## config.mk

```make
export PLATFORM = sky130hd
export DESIGN_NAME = dot_product_scheduler
export DESIGN_NICKNAME = d
export VERILOG_FILES = /design/src/rtl/dot_product_sched_pkg.sv /design/src/rtl/dot_product_scheduler_mac_unit.sv /design/src/rtl/dot_product_scheduler.sv
export SDC_FILE = /design/constraint.sdc
export NUM_CORES = 1
export LEC_CHECK = 0
export ABC_CLOCK_PERIOD_IN_PS = 2250
export BUFFER_PORTS_ARGS = -buffer_cell sky130_fd_sc_hd__buf_2
export CORE_AREA = 2 2 116 118
export DETAILED_ROUTE_END_ITERATION = 6
export DIE_AREA = 0 0 118 120
export HOLD_SLACK_MARGIN = 0.06
export RECOVER_POWER = 100
export SETUP_SLACK_MARGIN = 0.4
export SYNTH_ARGS = -nofsm -noshare
export SYNTH_HDL_FRONTEND = slang
export SYNTH_SLANG_ARGS = --single-unit
export TNS_END_PERCENT = 30
```

## constraint.sdc

```tcl
create_clock -name clk -period 2.25 [get_ports clk]
set_input_delay 0.225 -clock clk [delete_from_list [all_inputs] [get_ports clk]]
set_output_delay 0.225 -clock clk [all_outputs]
set_load 0.005 [all_outputs]
```

## src/rtl/dot_product_sched_pkg.sv

```systemverilog
// Shared constants for the time-multiplexed dot-product scheduler:
// FSM state codes and width helpers for the channel index and accumulator.
package dot_product_sched_pkg;

    localparam logic [1:0] ST_IDLE  = 2'd0;
    localparam logic [1:0] ST_MAC   = 2'd1;
    localparam logic [1:0] ST_FLUSH = 2'd2;
    localparam logic [1:0] ST_EMIT  = 2'd3;

    // Index width for a range of n values, never narrower than one bit.
    function automatic int clog2_min1(input int n);
        return (n > 1) ? $clog2(n) : 1;
    endfunction

    // Full-precision product / accumulator width for W-bit operands.
    function automatic int acc_width(input int w);
        return 2 * w;
    endfunction

endpackage

```

## src/rtl/dot_product_scheduler_mac_unit.sv

```systemverilog
// Shared multiply-accumulate datapath: a registered product feeding a
// wrapping accumulator. clear zeroes both, step issues one multiply and
// folds the previous product in, flush folds the final product into acc.
// Optional build macro RELU_EN clamps a negative sum to zero on o_sum.
module mac_unit
    import dot_product_sched_pkg::*;
#(
    parameter int W = 16
) (
    input  logic                           clk,
    input  logic                           rst,
    input  logic                           i_clear,
    input  logic                           i_step,
    input  logic                           i_flush,
    input  logic signed [W-1:0]            i_a,
    input  logic signed [W-1:0]            i_w,
    output logic signed [acc_width(W)-1:0] o_sum
);

    localparam int AW = acc_width(W);

    logic signed [AW-1:0] r_prod;
    logic signed [AW-1:0] r_acc;
    logic signed [AW-1:0] w_prod;
    logic signed [AW-1:0] w_raw;

    // Operands are sign-extended before the multiply so the product is exact.
    assign w_prod = AW'(i_a) * AW'(i_w);
    assign w_raw  = r_acc + r_prod;

`ifdef RELU_EN
    assign o_sum = w_raw[AW-1] ? '0 : w_raw;
`else
    assign o_sum = w_raw;
`endif

    // Product/accumulator pipeline; the sum wraps modulo 2^AW.
    always_ff @(posedge clk) begin
        // NOTE: state registers use non-blocking assignments so every flop
        // samples pre-edge values and r_acc picks up the old r_prod.
        if (rst || i_clear) begin
            r_prod <= '0;
            r_acc  <= '0;
        end else if (i_step) begin
            r_prod <= w_prod;
            r_acc  <= w_raw;
        end else if (i_flush) begin
            r_acc  <= w_raw;
            r_prod <= '0;
        end
    end

endmodule

```

## src/rtl/dot_product_scheduler.sv

```systemverilog
// Dot-product scheduler: accepts one activation vector, then walks a single
// MAC over C weight rows, emitting one valid/ready result per channel.
// Weight table WEIGHTS is flattened row-major: entry c*D+i at bits
// [(c*D+i)*W +: W]. Optional build macro RELU_EN (applied in mac_unit).
module dot_product_scheduler
    import dot_product_sched_pkg::*;
#(
    parameter int               W       = 16,
    parameter int               D       = 16,
    parameter int               C       = 4,
    parameter logic [C*D*W-1:0] WEIGHTS = '0
) (
    input  logic                           clk,
    input  logic                           rst,
    input  logic [D*W-1:0]                 packed_a,
    input  logic                           in_v,
    output logic                           in_rdy,
    output logic signed [acc_width(W)-1:0] out,
    output logic [clog2_min1(C)-1:0]       out_ch,
    output logic                           out_last,
    output logic                           out_v,
    input  logic                           out_rdy,
    output logic                           busy
);

    localparam int CW = clog2_min1(C);
    localparam int DW = clog2_min1(D);
    localparam int IW = clog2_min1(C * D);
    localparam int AW = acc_width(W);

    logic [1:0]           r_state;
    logic [D*W-1:0]       r_a;
    logic [CW-1:0]        r_c;
    logic [DW-1:0]        r_i;

    logic signed [W-1:0]  w_rom   [C*D];
    logic signed [W-1:0]  w_a_vec [D];
    logic [IW-1:0]        w_idx;
    logic signed [W-1:0]  w_a_elem;
    logic signed [W-1:0]  w_weight;
    logic signed [AW-1:0] w_sum;
    logic                 w_accept;
    logic                 w_emit_done;
    logic                 w_last_c;
    logic                 w_last_i;
    logic                 w_clear;
    logic                 w_step;
    logic                 w_flush;

    // Unpack the weight table and captured vector into indexable arrays.
    for (genvar k = 0; k < C * D; k++) begin : g_rom
        assign w_rom[k] = WEIGHTS[k*W +: W];
    end
    for (genvar j = 0; j < D; j++) begin : g_avec
        assign w_a_vec[j] = r_a[W*(D-j-1) +: W];
    end

    assign in_rdy = (r_state == ST_IDLE);
    assign busy   = (r_state != ST_IDLE);

    // Operand selection and per-cycle datapath control strobes.
    always_comb begin
        // NOTE: every output gets a default first, so no path leaves one
        // unassigned and no latch is inferred.
        w_idx       = IW'(int'(r_c) * D + int'(r_i));
        w_a_elem    = w_a_vec[r_i];
        w_weight    = w_rom[w_idx];
        w_accept    = 1'b0;
        w_emit_done = 1'b0;
        w_step      = 1'b0;
        w_flush     = 1'b0;
        w_last_c    = (r_c == CW'(C - 1));
        w_last_i    = (r_i == DW'(D - 1));
        case (r_state)
            ST_IDLE:  w_accept    = in_v;
            ST_MAC:   w_step      = 1'b1;
            ST_FLUSH: w_flush     = 1'b1;
            ST_EMIT:  w_emit_done = out_rdy;
            default:  ;
        endcase
        w_clear = w_accept || (w_emit_done && !w_last_c);
    end

    mac_unit #(.W(W)) u_mac (
        .clk     (clk),
        .rst     (rst),
        .i_clear (w_clear),
        .i_step  (w_step),
        .i_flush (w_flush),
        .i_a     (w_a_elem),
        .i_w     (w_weight),
        .o_sum   (w_sum)
    );

    // Input capture; the held copy isolates the MAC from later packed_a changes.
    always_ff @(posedge clk) begin
        // NOTE: r_a is deliberately left out of reset; it is only read after
        // a fresh capture, so clearing it would only add reset fan-out.
        if (w_accept) begin
            r_a <= packed_a;
        end
    end

    // Scheduler FSM, channel/element counters and result registers.
    always_ff @(posedge clk) begin
        if (rst) begin
            r_state  <= ST_IDLE;
            r_c      <= '0;
            r_i      <= '0;
            out      <= '0;
            out_ch   <= '0;
            out_last <= 1'b0;
            out_v    <= 1'b0;
        end else begin
            case (r_state)
                ST_IDLE: begin
                    if (in_v) begin
                        r_c     <= '0;
                        r_i     <= '0;
                        r_state <= ST_MAC;
                    end
                end
                ST_MAC: begin
                    r_i <= w_last_i ? '0 : r_i + DW'(1);
                    if (w_last_i) begin
                        r_state <= ST_FLUSH;
                    end
                end
                ST_FLUSH: begin
                    out      <= w_sum;
                    out_ch   <= r_c;
                    out_last <= w_last_c;
                    out_v    <= 1'b1;
                    r_state  <= ST_EMIT;
                end
                ST_EMIT: begin
                    if (out_rdy) begin
                        out_v <= 1'b0;
                        if (w_last_c) begin
                            r_state <= ST_IDLE;
                        end else begin
                            r_c     <= r_c + CW'(1);
                            r_i     <= '0;
                            r_state <= ST_MAC;
                        end
                    end
                end
                default: r_state <= ST_IDLE;
            endcase
        end
    end

endmodule

```

==> flow_summary_export.csv <==
group,metric,value,unit
run_status,status,"finished, final reports clean",
pwr,peakVddDrop,0.0005054,V
clock_network,cts_sinks,12,
setup_path,slowest_delay,570,ps
die,row_count,42,
final_layout,nets,389,
setup_path,critPathArrivalTime,2000,ps
detailed_routing,drt-vias-per-instance,2.224,
sta,fmax,0.5327,GHz
detailed_routing,drt-initial-drc-count,11,
detailed_routing,wl_met2,845,um
die,ios,298,
sta,finalHoldViolations,0,
sta,rsz0062_at_grt,"no",
placed_design,place.gp.congestion,0.6389,
clock_network,cts_root_buffer,"clkbuf_16",
sta,drv_slew,0,
grt,grt_first_pass_wirelength,2718,um
clock_network,clk_latency,240,ps
clock_network,post_cts_buffers,0,
logic_synthesis,avgSynthCellArea,8.735,um2
detailed_routing,top_layer_used,"met4",
setup_path,required,2370,ps
sta,skew,2.134,ps
setup_path,critPathKind,"reg -> reg",
grt,grt_max_degree,14,
logic_synthesis,syn-cell-area,943.4,um2
die,core,12980,um2
logic_synthesis,synth_seq_area_share,0.2546,
final_layout,fin_cells,295,
detailed_routing,routed_wl,1652,um
logic_synthesis,yosys_warnings,0,
placed_design,hpwl,1349,um
pwr,leakage,0.4586,nW
setup_path,worstSetupStartpointType,"register",
grt,antenna_found_initial,0,
detailed_routing,ant_nets,0,
setup_path,slowest_stage,"or4_4",
pwr,power_density,977.6,nW/um2
sta,fin_crit_sh,0.8343,
detailed_routing,dr.pass1.iters,2,
sta,final.setup.worst_slack,372.8,ps
clock_network,cts_tree,"done",
grt,grt_use_total,0.02336,
final_layout,syn2layout_area_growth,24.27,%
logic_synthesis,syn_inst,108,
setup_path,cp_max_fo,5,
sta,setup_violations,0,
detailed_routing,met3_length,93,um
setup_path,crit_chain,"inv_1, ha_1, nor2b_4, or4_4, o21ai_2, a21oi_1",
clock_network,hold_buffers,0,
die,die-width,118,um
detailed_routing,drt-wirelength-per-cell,5.600,um
final_layout,drive_gt1_frac,0.1597,
die,fp.dieArea,14160,um2
logic_synthesis,ys_types,27,
clock_network,clockBufferDepth,2,
clock_network,clk_transition_reported_paths,50,ps
logic_synthesis,synth-seq-cells,12,
grt,grt-ovfl-total,0,
die,start_util,0.07268,
sta,tns,0,ps
placed_design,portBuffers,9,
job,max_cap_violations,0,
grt,first_global_vias,559,
clock_network,htree_num_levels,1,
placed_design,dpl.cell_count,291,
sta,fin_crit,1877,ps
detailed_routing,num_vias,656,
detailed_routing,route.detailed.drc,0,
detailed_routing,wl_met1,700,um
setup_path,worstSetupEndpointType,"register",
placed_design,post-place-ws,340.6,ps
die,die-height,120,um
min_path,hold_class,"in -> reg",
clock_network,cts_buffers,3,
final_layout,num_antenna_cells,0,
-- final timing paths --
| kind | cells after the start | slack, ps | endpoint | from |
|---|---|---|---|---|
| worst max-delay path | 6 | 370 | r_i[2] | r_state[0] |
| worst min-delay path | 2 | 320 | r_state[1] | rst |
| worst max register to register | 6 | 370 | r_i[2] | r_state[0] |
| worst min register to register | 2 | 490 | r_i[1] | r_i[1] |
-- synth_stat cells --
| master | n | area share |
|---|---|---|
| a211oi_1 | 1 | 0.0080 |
| a211oi_2 | 1 | 0.013 |
| a21oi_1 | 7 | 0.037 |
| a221oi_1 | 1 | 0.0093 |
| a22o_1 | 1 | 0.0093 |
| and2_4 | 1 | 0.0093 |
| buf_4 | 32 | 0.25 |
| clkbuf_1 | 1 | 0.0040 |
| conb_1 | 1 | 0.0040 |
| dfxtp_1 | 12 | 0.25 |
| ha_1 | 9 | 0.12 |
| inv_1 | 3 | 0.012 |
| mux2_2 | 1 | 0.012 |
| mux2i_1 | 4 | 0.042 |
| nand2_1 | 4 | 0.016 |
| nand2b_1 | 4 | 0.027 |
| nand3_1 | 3 | 0.016 |
| nand3b_1 | 2 | 0.016 |
| nand4_1 | 1 | 0.0066 |
| nand4b_1 | 2 | 0.019 |
| nor2_1 | 5 | 0.020 |
| nor2b_1 | 3 | 0.020 |
| nor2b_4 | 1 | 0.015 |
| nor3_1 | 3 | 0.016 |
| nor4_2 | 1 | 0.013 |
| o21ai_1 | 3 | 0.016 |
| or4_4 | 1 | 0.012 |
-- state kept, by name (all words and copies together), names as in the netlist --
register,cells
r_i,4
out_ch,2
r_c,2
r_state,2
out_last,1
out_v,1
-- cells in the final DEF, fill, tap and decap left out, types with 2 or more instances in the layout --
cell and n:
o21ai_0 2, nand4b_1 2, ha_1 9, clkbuf_1 2, nand2_1 4, nor2b_1 3
nand3_1 3, nand3b_1 2, inv_1 3, nor3_1 3, dfxtp_1 11, clkbuf_16 3
conb_1 32, nor2_1 5, nand2b_1 4, mux2i_1 4, buf_2 7, a21oi_1 7
-- metrics by stage --
step	utilization	instance area, um2	hold WS (ps)	power [W]
floorplan	-	1060	303.7	0.0006990
global placement	0.08329	1081	473.8	0.0007820
detailed placement	0.08329	1081	480.9	0.0007975
CTS	0.09032	1172	318.9	0.001173
global route	0.09032	1172	339.6	0.001252
finish	0.09032	1172	316.0	0.001146
-- cell type report --
class,count,area [um2]
Fill cell,1528,11810
Inverter,3,11.26
Timing Repair Buffer,9,42.54
Sequential cell,12,241.5
Tap cell,176,220.2
Clock buffer,4,88.84
Multi-Input combinational cell,91,568.0
-- layer usage --
metal | up-vias | track usage
li1 | 322 | -
met1 | 307 | 0.02677
met2 | 25 | 0.04179
met3 | 2 | 0.008555
met4 | 0 | 0.004518
met5 | - | 0
-- repair_timing --
action,CTS,global route
resized for setup,2,3
endpoints found under the setup margin,2,4
pin swaps,0,0
-- cells by family after synthesis --
| family | after synthesis | share of synthesized area |
|---|---|---|
| buf+inv | 36 | 0.2706 |
| simple gates | 31 | 0.2042 |
| compound gates | 14 | 0.09283 |
| flops | 12 | 0.2546 |
| fa+ha+maj | 9 | 0.1194 |
| mux | 5 | 0.05438 |
| other cells | 1 | 0.003975 |
-- worst max-delay path, delay by kind of cell (launching register included) --
kind,cells,cell delay [ps]
AOI/OAI and AO/OA,2,220
adders and majority gates,1,280
and+or+nand+nor,2,730
DFF,1,400
buffers and inverters,1,130
-- where the power goes --
part	total, W	internal, W	switching (W)
Combinational	0.000493	0.000213	0.000280
Sequential	0.000288	0.000250	0.0000378
Clock	0.000366	0.000269	0.0000970
Total	0.00115	0.000732	0.000414
No activity file was read; power rests on OpenSTA's default activity.
